<file path="src/rtl/div_iter_unit.sv">
// rtl/div_iter_unit.sv - iterative radix-2 restoring divider for RV64M DIV/REM ops

package div_iter_pkg;

  typedef logic [63:0] word_t;

  typedef enum logic [4:0] {
    ALU_ADD   = 5'd0,
    ALU_SUB   = 5'd1,
    ALU_AND   = 5'd2,
    ALU_OR    = 5'd3,
    ALU_XOR   = 5'd4,
    ALU_SLL   = 5'd5,
    ALU_SRL   = 5'd6,
    ALU_SRA   = 5'd7,
    ALU_SLT   = 5'd8,
    ALU_SLTU  = 5'd9,
    ALU_MUL   = 5'd10,
    ALU_DIV   = 5'd16,
    ALU_DIVU  = 5'd17,
    ALU_REM   = 5'd18,
    ALU_REMU  = 5'd19,
    ALU_DIVW  = 5'd20,
    ALU_DIVUW = 5'd21,
    ALU_REMW  = 5'd22,
    ALU_REMUW = 5'd23
  } alufunc_t;

endpackage

module div_iter_unit
  import div_iter_pkg::*;
(
  input  logic     clk,
  input  logic     reset,
  input  logic     flush,
  input  logic     valid_in,
  input  alufunc_t alufunc,
  input  word_t    src1,
  input  word_t    src2,
  output logic     ready,
  output logic     done,
  output word_t    result
);

  localparam logic [1:0] S_IDLE = 2'd0;
  localparam logic [1:0] S_BUSY = 2'd1;
  localparam logic [1:0] S_FIX  = 2'd2;
  localparam logic [1:0] S_DONE = 2'd3;

  localparam word_t MIN64 = 64'h8000_0000_0000_0000;
  localparam logic [31:0] MIN32 = 32'h8000_0000;

  logic [1:0] r_state;
  logic [5:0] r_cnt;
  word_t      r_rem;
  word_t      r_quo;
  word_t      r_div;
  logic       r_neg_q;
  logic       r_neg_r;
  logic       r_is_rem;
  logic       r_is_w;
  word_t      r_result;

  logic        w_is_divop;
  logic        w_is_signed;
  logic        w_is_rem;
  logic        w_is_w;
  logic [31:0] w_a32;
  logic [31:0] w_b32;
  logic        w_a_neg;
  logic        w_b_neg;
  word_t       w_a_ext;
  word_t       w_b_ext;
  word_t       w_a_sx;
  word_t       w_a_abs;
  word_t       w_b_abs;
  logic        w_b_zero;
  logic        w_ovf;
  logic        w_special;
  word_t       w_spec_res;
  logic        w_accept;
  logic [64:0] w_rem_sh;
  logic [64:0] w_diff;
  logic        w_ge;
  word_t       w_rem_next;
  word_t       w_quo_next;
  logic [5:0]  w_last_cnt;
  word_t       w_q_raw;
  word_t       w_q_fix;
  word_t       w_r_fix;
  word_t       w_sel;
  word_t       w_fix_res;

  // Classify the requested operation; anything outside the eight divide ops is ignored.
  always_comb begin
    w_is_divop  = 1'b0;
    w_is_signed = 1'b0;
    w_is_rem    = 1'b0;
    w_is_w      = 1'b0;
    case (alufunc)
      ALU_DIV:   begin w_is_divop = 1'b1; w_is_signed = 1'b1; end
      ALU_DIVU:  begin w_is_divop = 1'b1; end
      ALU_REM:   begin w_is_divop = 1'b1; w_is_signed = 1'b1; w_is_rem = 1'b1; end
      ALU_REMU:  begin w_is_divop = 1'b1; w_is_rem = 1'b1; end
      ALU_DIVW:  begin w_is_divop = 1'b1; w_is_signed = 1'b1; w_is_w = 1'b1; end
      ALU_DIVUW: begin w_is_divop = 1'b1; w_is_w = 1'b1; end
      ALU_REMW:  begin w_is_divop = 1'b1; w_is_signed = 1'b1; w_is_rem = 1'b1; w_is_w = 1'b1; end
      ALU_REMUW: begin w_is_divop = 1'b1; w_is_rem = 1'b1; w_is_w = 1'b1; end
      default:   begin w_is_divop = 1'b0; end
    endcase
  end

  // Operand conditioning: width/sign interpretation, magnitudes and the special-case results.
  always_comb begin
    w_a32   = src1[31:0];
    w_b32   = src2[31:0];
    w_a_neg = w_is_signed & (w_is_w ? src1[31] : src1[63]);
    w_b_neg = w_is_signed & (w_is_w ? src2[31] : src2[63]);

    // W ops: signed forms sign-extend the low word, unsigned forms zero-extend it.
    if (w_is_w) begin
      w_a_ext = w_is_signed ? {{32{w_a32[31]}}, w_a32} : {32'b0, w_a32};
      w_b_ext = w_is_signed ? {{32{w_b32[31]}}, w_b32} : {32'b0, w_b32};
    end else begin
      w_a_ext = src1;
      w_b_ext = src2;
    end

    // Magnitudes; the most-negative value maps onto its unsigned magnitude naturally.
    w_a_abs = w_a_neg ? (~w_a_ext + 64'd1) : w_a_ext;
    w_b_abs = w_b_neg ? (~w_b_ext + 64'd1) : w_b_ext;

    // Dividend as seen by a W result: always sign-extended from bit 31, even for unsigned forms.
    w_a_sx = w_is_w ? {{32{w_a32[31]}}, w_a32} : src1;

    w_b_zero  = w_is_w ? (w_b32 == 32'd0) : (src2 == 64'd0);
    w_ovf     = w_is_signed &
                (w_is_w ? ((w_a32 == MIN32) && (w_b32 == 32'hFFFF_FFFF))
                        : ((src1 == MIN64) && (src2 == {64{1'b1}})));
    w_special = w_b_zero | w_ovf;

    if (w_b_zero) begin
      w_spec_res = w_is_rem ? w_a_sx : {64{1'b1}};
    end else begin
      w_spec_res = w_is_rem ? 64'd0 : w_a_sx;
    end
  end

  assign w_accept = (r_state == S_IDLE) & valid_in & w_is_divop & ~flush;

  // One restoring step: shift {rem,quo} left, subtract the divisor when it fits.
  always_comb begin
    w_rem_sh   = {r_rem, r_quo[63]};
    w_diff     = w_rem_sh - {1'b0, r_div};
    w_ge       = ~w_diff[64];
    w_rem_next = w_ge ? w_diff[63:0] : w_rem_sh[63:0];
    w_quo_next = {r_quo[62:0], w_ge};
    w_last_cnt = r_is_w ? 6'd31 : 6'd63;
  end

  // Final correction: apply signs, pick quotient or remainder, sign-extend W results.
  always_comb begin
    w_q_raw   = r_is_w ? {32'b0, r_quo[31:0]} : r_quo;
    w_q_fix   = r_neg_q ? (~w_q_raw + 64'd1) : w_q_raw;
    w_r_fix   = r_neg_r ? (~r_rem + 64'd1) : r_rem;
    w_sel     = r_is_rem ? w_r_fix : w_q_fix;
    w_fix_res = r_is_w ? {{32{w_sel[31]}}, w_sel[31:0]} : w_sel;
  end

  // Control FSM and iteration counter; reset and flush both abort to IDLE.
  always_ff @(posedge clk) begin
    if (reset || flush) begin
      r_state <= S_IDLE;
      r_cnt   <= 6'd0;
    end else begin
      case (r_state)
        S_IDLE: begin
          r_cnt <= 6'd0;
          if (w_accept) begin
            r_state <= w_special ? S_DONE : S_BUSY;
          end
        end
        S_BUSY: begin
          if (r_cnt == w_last_cnt) begin
            r_state <= S_FIX;
            r_cnt   <= 6'd0;
          end else begin
            r_cnt <= r_cnt + 6'd1;
          end
        end
        S_FIX:   r_state <= S_DONE;
        S_DONE:  r_state <= S_IDLE;
        default: r_state <= S_IDLE;
      endcase
    end
  end

  // Datapath registers: load magnitudes at accept, then step once per BUSY cycle.
  always_ff @(posedge clk) begin
    if (reset) begin
      r_rem    <= 64'd0;
      r_quo    <= 64'd0;
      r_div    <= 64'd0;
      r_neg_q  <= 1'b0;
      r_neg_r  <= 1'b0;
      r_is_rem <= 1'b0;
      r_is_w   <= 1'b0;
    end else if (w_accept) begin
      r_rem    <= 64'd0;
      // W dividends sit in the top half so 32 steps shift them fully into the remainder.
      r_quo    <= w_is_w ? {w_a_abs[31:0], 32'b0} : w_a_abs;
      r_div    <= w_b_abs;
      r_neg_q  <= w_a_neg ^ w_b_neg;
      r_neg_r  <= w_a_neg;
      r_is_rem <= w_is_rem;
      r_is_w   <= w_is_w;
    end else if (r_state == S_BUSY && !flush) begin
      r_rem <= w_rem_next;
      r_quo <= w_quo_next;
    end
  end

  // Result register: written for special cases at accept or from FIX; held otherwise.
  always_ff @(posedge clk) begin
    if (reset) begin
      r_result <= 64'd0;
    end else if (!flush) begin
      if (w_accept && w_special) begin
        r_result <= w_spec_res;
      end else if (r_state == S_FIX) begin
        r_result <= w_fix_res;
      end
    end
  end

  assign ready  = (r_state == S_IDLE);
  assign done   = (r_state == S_DONE);
  assign result = r_result;

endmodule

</file>
<file path="config.mk">
export PLATFORM = sky130hd
export DESIGN_NAME = div_iter_unit
export DESIGN_NICKNAME = d
export VERILOG_FILES = /design/src/rtl/div_iter_unit.sv
export SDC_FILE = /design/constraint.sdc
export NUM_CORES = 1
export LEC_CHECK = 0
export CAP_MARGIN = 20
export CORE_ASPECT_RATIO = 0.8
export CORE_MARGIN = 2
export CORE_UTILIZATION = 30
export DETAILED_ROUTE_END_ITERATION = 10
export PLACE_DENSITY_LB_ADDON = 0.1
export SYNTH_ARGS = -nofsm -noshare
export SYNTH_HDL_FRONTEND = slang
export SYNTH_SLANG_ARGS = --single-unit
export TNS_END_PERCENT = 20
</file>
<file path="constraint.sdc">
create_clock -name clk -period 3.8 [get_ports clk]
set_input_delay 0.38 -clock clk [delete_from_list [all_inputs] [get_ports clk]]
set_output_delay 0.38 -clock clk [all_outputs]
set_load 0.01 [all_outputs]
</file>
Word-level counts from Yosys, hierarchy flattened
Index checks and enable logic that the tools add are counted.
W data, S select, Z words.
{"block": "totals", "latch_bits": 0, "memories": 0, "rom_bits": 0, "ff_bits": 268, "word_cells": 103, "output_inout_bits": 66, "ramBits": 0, "in_bits": 137}
{"block": "classes", "reduce_logical": 19, "div": 0, "order_cmp": 0, "mul": 0, "bitwise_logic": 14, "add_sub_neg": 6, "eq_ne": 18, "shifts": 0, "muxes": 36}
{"cell": "$mux W64", "n": 21}
{"cell": "$add A64 B1 Y64 const B", "n": 4}
{"cell": "$not A64 Y64", "n": 4}
{"cell": "$eq A64 B64 Y1 const B", "n": 2}
{"cell": "$sub A65 B64 Y65", "n": 1}
{"cell": "$eq A32 B32 Y1 const B", "n": 2}
{"cell": "$logic_not A64 Y1", "n": 1}
{"cell": "$eq A5 B5 Y1 const B", "n": 8}
{"cell": "$logic_not A32 Y1", "n": 1}
{"cell": "$mux W6", "n": 2}
{"cell": "$pmux W6 S2", "n": 1}
{"cell": "$reduce_or A4 Y1", "n": 3}
{"cell": "$mux W1", "n": 8}
{"cell": "$pmux W2 S4", "n": 1}
{"cell": "$reduce_or A8 Y1", "n": 1}
{"cell": "$add A6 B1 Y6 const B", "n": 1}
{"cell": "$and A1 B1 Y1", "n": 6}
{"cell": "$eq A6 B6 Y1", "n": 1}
{"cell": "$mux W2", "n": 3}
{"cell": "$reduce_bool A2 Y1", "n": 3}
{"cell": "$eq A2 B2 Y1 const B", "n": 2}
{"cell": "$logic_and A1 B1 Y1", "n": 4}
{"cell": "$reduce_and A2 Y1", "n": 2}
{"cell": "$eq A2 B1 Y1 const B", "n": 1}
{"cell": "other kinds (9)", "n": 10}

Depth between registers and ports, before layout
Gate-level depths: netlist of run 1.
{"block": "depth", "ltp_word": 10, "ltp_mapped": 15, "mapped_depth_nobuf": 13}

Worst setup path after synthesis of run 1
OpenSTA, ideal clock, no wires.
{"block": "synth_path", "kind": "register to register", "start": "reg r_rem[0]", "end": "reg r_rem[36]", "synth_period_minus_slack_ns": 3.683, "path_stages_with_launch": 16, "setup_ns": 0.132, "n_path_buf": 3, "arrival_ns": 3.550, "required_time_ns": 3.668, "setup_slack_ns": 0.117, "cell_sequence": "dfxtp_1 clkbuf_1 inv_1 fa_1 nand2b_1 a21oi_1 o2111ai_1 o21ai_1 a21oi_1 o31ai_1 a311oi_1 xnor2_1 buf_2 buf_4 mux2i_1 a21oi_1"}
{"block": "synth_via", "elab_chain_cells": 2}
{"item": "start, declared", "line": "56", "source": "word_t r_rem;"}
{"item": "start signal, assigned", "line": "219", "source": "r_rem <= w_rem_next;"}
{"item": "$sub A65 B64 Y65", "line": "155", "source": "w_diff = w_rem_sh - {1'b0, r_div};"}
{"item": "$mux W64", "line": "157", "source": "w_rem_next = w_ge ? w_diff[63:0] : w_rem_sh[63:0];"}
Every way passes these cells.
A chain may end at the register's enable or synchronous reset.

Final worst setup path of run 1
{"block": "layout_path", "start": "reg r_rem[12]", "end": "reg r_result[45] (netlist: result[45])"}
{"block": "layout_via", "elab_chain_cells": 7}
{"item": "$not A64 Y64", "line": "166", "source": "w_r_fix = r_neg_r ? (~r_rem + 64'd1) : r_rem;"}
{"item": "$add A64 B1 Y64", "line": "166"}
{"item": "$mux W64", "line": "166"}
{"item": "$mux W64", "line": "167", "source": "w_sel = r_is_rem ? w_r_fix : w_q_fix;"}
{"item": "$mux W64", "line": "168", "source": "w_fix_res = r_is_w ? {{32{w_sel[31]}}, w_sel[31:0]} : w_sel;"}
{"item": "$mux W64", "line": "231", "source": "end else if (r_state == S_FIX) begin"}
{"item": "$mux W64", "line": "229", "source": "if (w_accept && w_special) begin"}
{"item": "end signal, assigned", "line": "230", "source": "r_result <= w_spec_res;"}
{"item": "end signal, assigned", "line": "232", "source": "r_result <= w_fix_res;"}
{"item": "end, declared", "line": "63", "source": "word_t r_result;"}
Every way passes these cells. The select of a mux whose other input is x is not followed.

==> out/metrics.csv, run 1 <==
stage,metric,value,unit
setup_path,path_cells,"or3_1, or4_4, nand3b_1, buf_4, or2_2, or3_1, buf_4, o31ai_1, xor2_1, o221a_2, nor3_1",
floorplan,num_io_pins,203,
final_layout,nets,3884,
timing,slew_headroom,43.6,%
hold_path,hp-class,input pin to flip-flop,
synthesis,synth_warnings,0,
timing,rsz0062_at_grt,true,
detailed_routing,routed_wl,116,mm
floorplan,die_x,313,um
clock_network,clkTransAtPathRegs,0.06,ns
setup_path,critPathMaxFanout,11,
timing,period_needed,3.72,ns
setup_path,start_kind,flip-flop,
detailed_routing,first_pass_iters,5,
floorplan,core-area,0.0756,mm^2
clock_network,numCtsBuffers,38,
setup_path,cp_slowest_cell,xor2_1,
hold_path,holdPathEnd,r_quo[1],
synthesis,syn_area,0.0230,mm^2
clock_network,cts_tree,built,
grt,grt_max_degree,98,
grt,grt_remaining_overflow,0,
clock_network,clock_latency,0.59,ns
detailed_routing,vias,26900,
synthesis,syn_area_per_cell,7.08,um^2
hold_path,hold_path_depth,2,
setup_path,worstPathRequired,4.25,ns
power,powerDensity,325,mW/mm^2
placement,port-buffer-count,202,
setup_path,reg2reg_from,r_rem[12],
setup_path,crit_type,flip-flop to flip-flop,
timing,tightest_slew,0.840,ns
detailed_routing,drcViolationCount,0,
setup_path,reg2reg_setup_slack,0.08,ns
synthesis,synth_edf_count,0,
timing,timing.hold.ws,0.223,ns
synthesis,seq_area_frac_synth,23.4,%
final_layout,final_cell_mix,"buf_4, a21oi_1, nand2_1, nor2_1, dfxtp_1",
timing,setup_slack,0.0821,ns
final_layout,fill_cells,7904,
timing,finalCritPeriodShare,97.8,%
setup_path,r2r-end,result[45],
detailed_routing,wl_per_cell,24.5,um
detailed_routing,ant_nets,0,
power,ir_worst_vdd,0.000264,V
timing,clock_skew,0.0373,ns
detailed_routing,drt_iter0_drc,2902,
setup_path,cp-end-kind,flip-flop,
run,maxCapViolCount,0,
synthesis,async_flop_share,0,%
floorplan,rows,90,
synthesis,ys_seq_elements,268,
setup_path,r2r.worst_path.cells,11,
clock_network,htree_levels,2,
floorplan,initial_utilization,30.4,%
final_layout,area_growth,31.5,%
clock_network,clkSinkCount,268,
grt,antenna_found_initial,3,
final_layout,register_area,0.00537,mm^2
clock_network,cts_root_buf,clkbuf_16,
timing,slew_viol_final,0,
placement,place_ws,-0.211,ns
floorplan,die-area,0.0788,mm^2
clock_network,cts_setup_buffers,0,
clock_network,hold_buffers,0,
power,p_leak,12.0,nW
synthesis,yosysUniqueCellTypes,81,
placement,place_hpwl,92.8,mm
timing,finalHoldViolCount,0,
placement,routabilityCongestion,0.965,
clock_network,clockBufferDepth,3,
final_layout,drive_gt1_share,15.2,%
timing,setup_viol,0,
grt,grt_pass1_wl,170,mm
synthesis,synthFlopType,dfxtp_1,
synthesis,syn_inst,3244,
floorplan,die_h,252,um
timing,max_freq,269,MHz
final_layout,fin_util,40.0,%
detailed_routing,drt-vias-per-instance,5.70,
grt,grt_pass1_vias,25200,
final_layout,layout.cells.most_common,buf_4,
setup_path,worstPathArrival,4.17,ns
synthesis,syn_nets,3456,
outcome,status,"finished, final reports clean",
final_layout,multi_input_area,0.0164,mm^2
hold_path,holdCritStartpoint,reset,
grt,grtUsageTotal,28.4,%
setup_path,critical_path.max_stage_delay,0.45,ns
==> sequential cells by signal (all words and copies together) (netlist names) <==
| signal | count |
|---|---|
| r_cnt | 6 |
| r_div | 64 |
| r_is_rem | 1 |
| r_is_w | 1 |
| r_neg_q | 1 |
| r_neg_r | 1 |
| r_quo | 64 |
| r_rem | 64 |
| r_state | 2 |
| result | 64 |
==> stage by stage <==
step                      setup TNS, ns  area [um^2]  total power [mW]  cells
after floorplan                       0        23000              4.66   3244
after global placement            -7.39        28800              6.09   4643
after global routing            -0.0294        30200              10.2   4714
after detailed placement          -7.23        28800              6.08   4644
final                                 0        30200              9.83   4716
after CTS                             0        30100              9.81   4714
==> worst max path at each step <==
stage                    start          to  slack, ns  cells past startpoint
floorplan             r_rem[0]   r_rem[36]       0.12                     15
global placement    alufunc[4]   r_div[41]      -0.53                     11
detailed placement    src2[38]  result[27]      -0.21                     12
CTS                  r_quo[63]   r_rem[53]       0.03                     16
global route         r_rem[12]  result[45]      -0.03                     11
finish               r_rem[12]  result[45]       0.08                     11
==> synthesized netlist by cell type, drive strengths merged, types with 20 or more instances <==
cell type	n	share of area (%)
a211oi	107	3.5
a21o	44	1.5
a21oi	382	8.3
a311oi	24	0.91
a31oi	42	1.1
and3	20	0.54
buf	25	0.59
clkbuf	221	3.6
dfxtp	268	23
ha	74	4.0
inv	103	1.7
mux2i	88	3.8
nand2	352	5.8
nand2b	22	0.60
nand3	65	1.4
nand4	49	1.3
nor2	290	4.7
nor3	88	1.9
nor4	47	1.3
o211ai	46	1.5
o21ai	242	5.3
o31ai	59	1.9
o41ai	25	0.95
or3	34	0.99
or4	31	1.1
xnor2	148	5.6
xor2	124	4.7
==> routing by layer <==
| metal | part of all wire [%] | global-route usage [%] |
|---|---|---|
| met2 | 40 | 40.5 |
| met3 | 7.8 | 4.66 |
| met4 | 1.9 | 5.84 |
| met5 | 0.0095 | 0 |
| met1 | 50 | 43.9 |
==> layout make-up <==
class	count	share of cell area [%]
Multi-Input combinational cell	2627	54.4
Timing Repair Buffer	634	18.1
Sequential cell	268	17.8
Tap cell	1012	4.19
Clock buffer	50	3.46
Inverter	103	1.28
Clock inverter	20	0.721
Antenna cell	2	0.0166
==> kinds of logic (layout without fill, tap and decap cells) <==
logic type      count (synthesis)  count (layout)  synth area share (%)
mux                            90              90                  3.93
xor+xnor                      272             272                  10.4
fa+ha+maj                      75              75                  4.12
other cells                     0               2                     0
buf+inv                       349             807                  5.88
compound gates               1121            1121                  30.5
flops                         268             268                  23.4
simple gates                 1069            1069                  21.9
==> power by group <==
group / leakage (nW) / switching, mW / internal, mW / total [mW]
clock: 0.608 / 1.55 / 2.16 / 3.71
combinational: 9.24 / 1.83 / 1.36 / 3.19
sequential: 2.17 / 0.0712 / 2.86 / 2.93
total: 12.0 / 3.45 / 6.38 / 9.83
==> worst max-delay path: cells and delay by family, from the launching register on <==
family                 cells  cell delay, ns
XOR/XNOR                   1            0.45
AO/OA/AOI/OAI              2            0.55
flip-flops                 1            0.37
buffers and inverters      2            0.41
AND/OR/NAND/NOR            6            1.80
==> what timing repair did <==
action | 4_1_cts | 5_1_grt
resized for setup | 3 | 19
pin swaps | 1 | 0
endpoints found under the setup margin | 87 | 68
No activity file was read; power rests on OpenSTA's default activity.
==> run 2, diff against run 1 <==
--- a/config.mk
+++ b/config.mk
@@ -10,6 +10,7 @@
 export CORE_MARGIN = 2
 export CORE_UTILIZATION = 30
 export DETAILED_ROUTE_END_ITERATION = 10
+export MAX_ROUTING_LAYER = met4
 export PLACE_DENSITY_LB_ADDON = 0.1
 export SYNTH_ARGS = -nofsm -noshare
 export SYNTH_HDL_FRONTEND = slang
==> out/metrics.csv, run 2 (same netlist as run 1, synthesis figures left out) <==
stage,metric,value,unit,change
clock_network,cts_root_buf,clkbuf_16,,
detailed_routing,wl_per_cell,24.8,um,+1.1%
timing,max_freq,273,MHz,+1.5%
detailed_routing,routed_wl,117,mm,+1.1%
placement,place_hpwl,93.1,mm,+0.29%
floorplan,core-area,0.0756,mm^2,unchanged
final_layout,num_antenna_cells,0,,-2
setup_path,cp_common_cell,or4_1,,
placement,port-buffer-count,202,,unchanged
clock_network,clockBufferDepth,3,,unchanged
placement,routabilityCongestion,0.976,,+1.1%
timing,timing.hold.ws,0.185,ns,-0.0378 ns
detailed_routing,drcViolationCount,0,,unchanged
setup_path,reg2reg_from,r_rem[13],,
timing,finalCritPeriodShare,96.4,%,-1.5 points
final_layout,area_growth,31.9,%,
floorplan,rows,90,,unchanged
final_layout,drive_gt1_share,15.5,%,+0.28 points
timing,rsz0062_at_grt,true,,
clock_network,clkTransAtPathRegs,0.06,ns,about the same
detailed_routing,drt_iter0_drc,2553,,-12%
setup_path,path_delay_family,simple AND/OR/NAND/NOR gates,,
clock_network,clock_latency,0.58,ns,about the same
final_layout,finalNonFillerCells,4718,,+0.042%
hold_path,hold_path_depth,2,,unchanged
grt,grt_remaining_overflow,0,,unchanged
final_layout,stdcell_area,0.0303,mm^2,+0.35%
timing,setup_slack,0.138,ns,+0.0563 ns
clock_network,hold_buffers,0,,unchanged
setup_path,cp-end-kind,flip-flop,,
power,power,9.91,mW,+0.77%
detailed_routing,ant_nets,0,,unchanged
power,ir_worst_vdd,0.000254,V,-3.7%
hold_path,holdPathEnd,r_quo[45],,
placement,placed_area,0.0289,mm^2,+0.12%
power,p_leak,12.1,nW,+0.51%
clock_network,numCtsBuffers,37,,-2.6%
timing,setup_viol,0,,unchanged
timing,clock_skew,0.0265,ns,-0.0108 ns
clock_network,htree_levels,2,,unchanged
floorplan,die_h,252,um,unchanged
timing,tightest_slew,1.03,ns,+0.185 ns
timing,timing.setup.tns,0,ns,unchanged
setup_path,worstPathArrival,4.08,ns,-0.09 ns
final_layout,fin_util,40.1,%,+0.14 points
placement,place_ws,-0.273,ns,-0.0622 ns
floorplan,num_io_pins,203,,unchanged
timing,period_needed,3.66,ns,-0.0563 ns
floorplan,initial_utilization,30.4,%,unchanged
final_layout,layout.cells.most_common,buf_4,,
grt,grtUsageTotal,29.4,%,+0.98 points
final_layout,nets,3889,,+0.13%
placement,placedCellCount,4647,,+0.065%
setup_path,r2r.worst_path.cells,10,,-1
run,maxCapViolCount,0,,unchanged
timing,slew_viol_final,0,,unchanged
timing,finalHoldViolCount,0,,unchanged
final_layout,fill_cells,7877,,-0.34%
outcome,status,"finished, final reports clean",,
setup_path,path_buf_inv,1,,-1
final_layout,final_cell_mix,"buf_4, a21oi_1, nand2_1, nor2_1, dfxtp_1",,
setup_path,critPathMaxFanout,9,,-2
hold_path,hp-class,input pin to flip-flop,,
power,powerDensity,327,mW/mm^2,+0.42%
setup_path,reg2reg_setup_slack,0.14,ns,+0.06 ns
grt,grt_max_degree,120,,+22%
setup_path,worstPathRequired,4.22,ns,-0.03 ns
setup_path,cp_slowest_cell,or4_1,,
grt,grt_pass1_wl,171,mm,+0.42%
grt,grt_pass1_vias,25100,,-0.33%
floorplan,die-area,0.0788,mm^2,unchanged
clock_network,clkSinkCount,268,,unchanged
timing,slew_headroom,31.7,%,-12 points
setup_path,path_depth,10,,-1
grt,antenna_found_initial,2,,-1
setup_path,path_cells,"or3_1, or4_1, or2_2, or4_1, buf_4, o41ai_2, xor2_1, o221ai_1, o211ai_1, a21oi_1",,
clock_network,cts_tree,built,,
hold_path,holdCritStartpoint,reset,,
floorplan,die_x,313,um,unchanged
detailed_routing,first_pass_iters,6,,+1
setup_path,critical_path.max_stage_delay,0.52,ns,+0.07 ns
setup_path,crit_type,flip-flop to flip-flop,,
detailed_routing,vias,26900,,+0.19%
detailed_routing,drt-vias-per-instance,5.71,,+0.14%
setup_path,r2r-end,result[58],,
setup_path,start_kind,flip-flop,,
-- run 2: cell types whose count changed in the layout (fill, tap and decap cells not counted), sizes merged --
| cell | delta |
|---|---|
| clkbuf | +1 |
| buf | +5 |
| clkinv | +1 |
| inv | -1 |
| diode | -2 |
| bufinv | +1 |
| clkinvlp | -3 |
-- run 2: timing repair --
| item | CTS | global route |
|---|---|---|
| cloned | 0 | 1 |
| resized for setup | 3 | 29 |
| hold endpoints to repair | 0 | 0 |
| endpoints found under the setup margin | 19 | 74 |
| pin swaps | 0 | 6 |
| buffers inserted | 0 | 2 |
-- run 2: area by class of cell --
class,count,area [um^2],area share (%)
Clock inverter,18,229,0.756
Timing Repair Buffer,640,5560,18.4
Multi-Input combinational cell,2627,16400,54.3
Inverter,103,387,1.28
Clock buffer,50,1040,3.45
Tap cell,1012,1270,4.18
Sequential cell,268,5370,17.7
-- run 2: worst register-to-register path: cells and delay by family (launching register included) --
| kind | cells | cell delay [ns] |
|---|---|---|
| simple gates | 4 | 1.82 |
| compound gates | 4 | 0.79 |
| flops | 1 | 0.37 |
| xor+xnor | 1 | 0.34 |
| buf+inv | 1 | 0.19 |
-- run 2: report_power, final --
part	internal (mW)	total (mW)	switching, mW
Clock	2.22	3.75	1.54
Sequential	2.86	2.94	0.0744
Combinational	1.39	3.22	1.83
-- run 2: layer usage --
metal / wire length (um) / GRT usage (%)
met5: 0 / -
met4: 2350 / 6.02
met1: 59300 / 44.5
met3: 8340 / 4.46
met2: 46900 / 40.3
-- run 2: how the worst max path moves through the flow --
| stage | from | endpoint |
|---|---|---|
| 6_report | r_rem[13] | result[58] |
| 5_1_grt | r_rem[13] | result[61] |
| 2_1_floorplan | r_rem[0] | r_rem[36] |
| 4_1_cts | r_quo[63] | r_rem[52] |
| 3_3_place_gp | alufunc[4] | r_div[45] |
| 3_5_place_dp | src2[40] | result[32] |
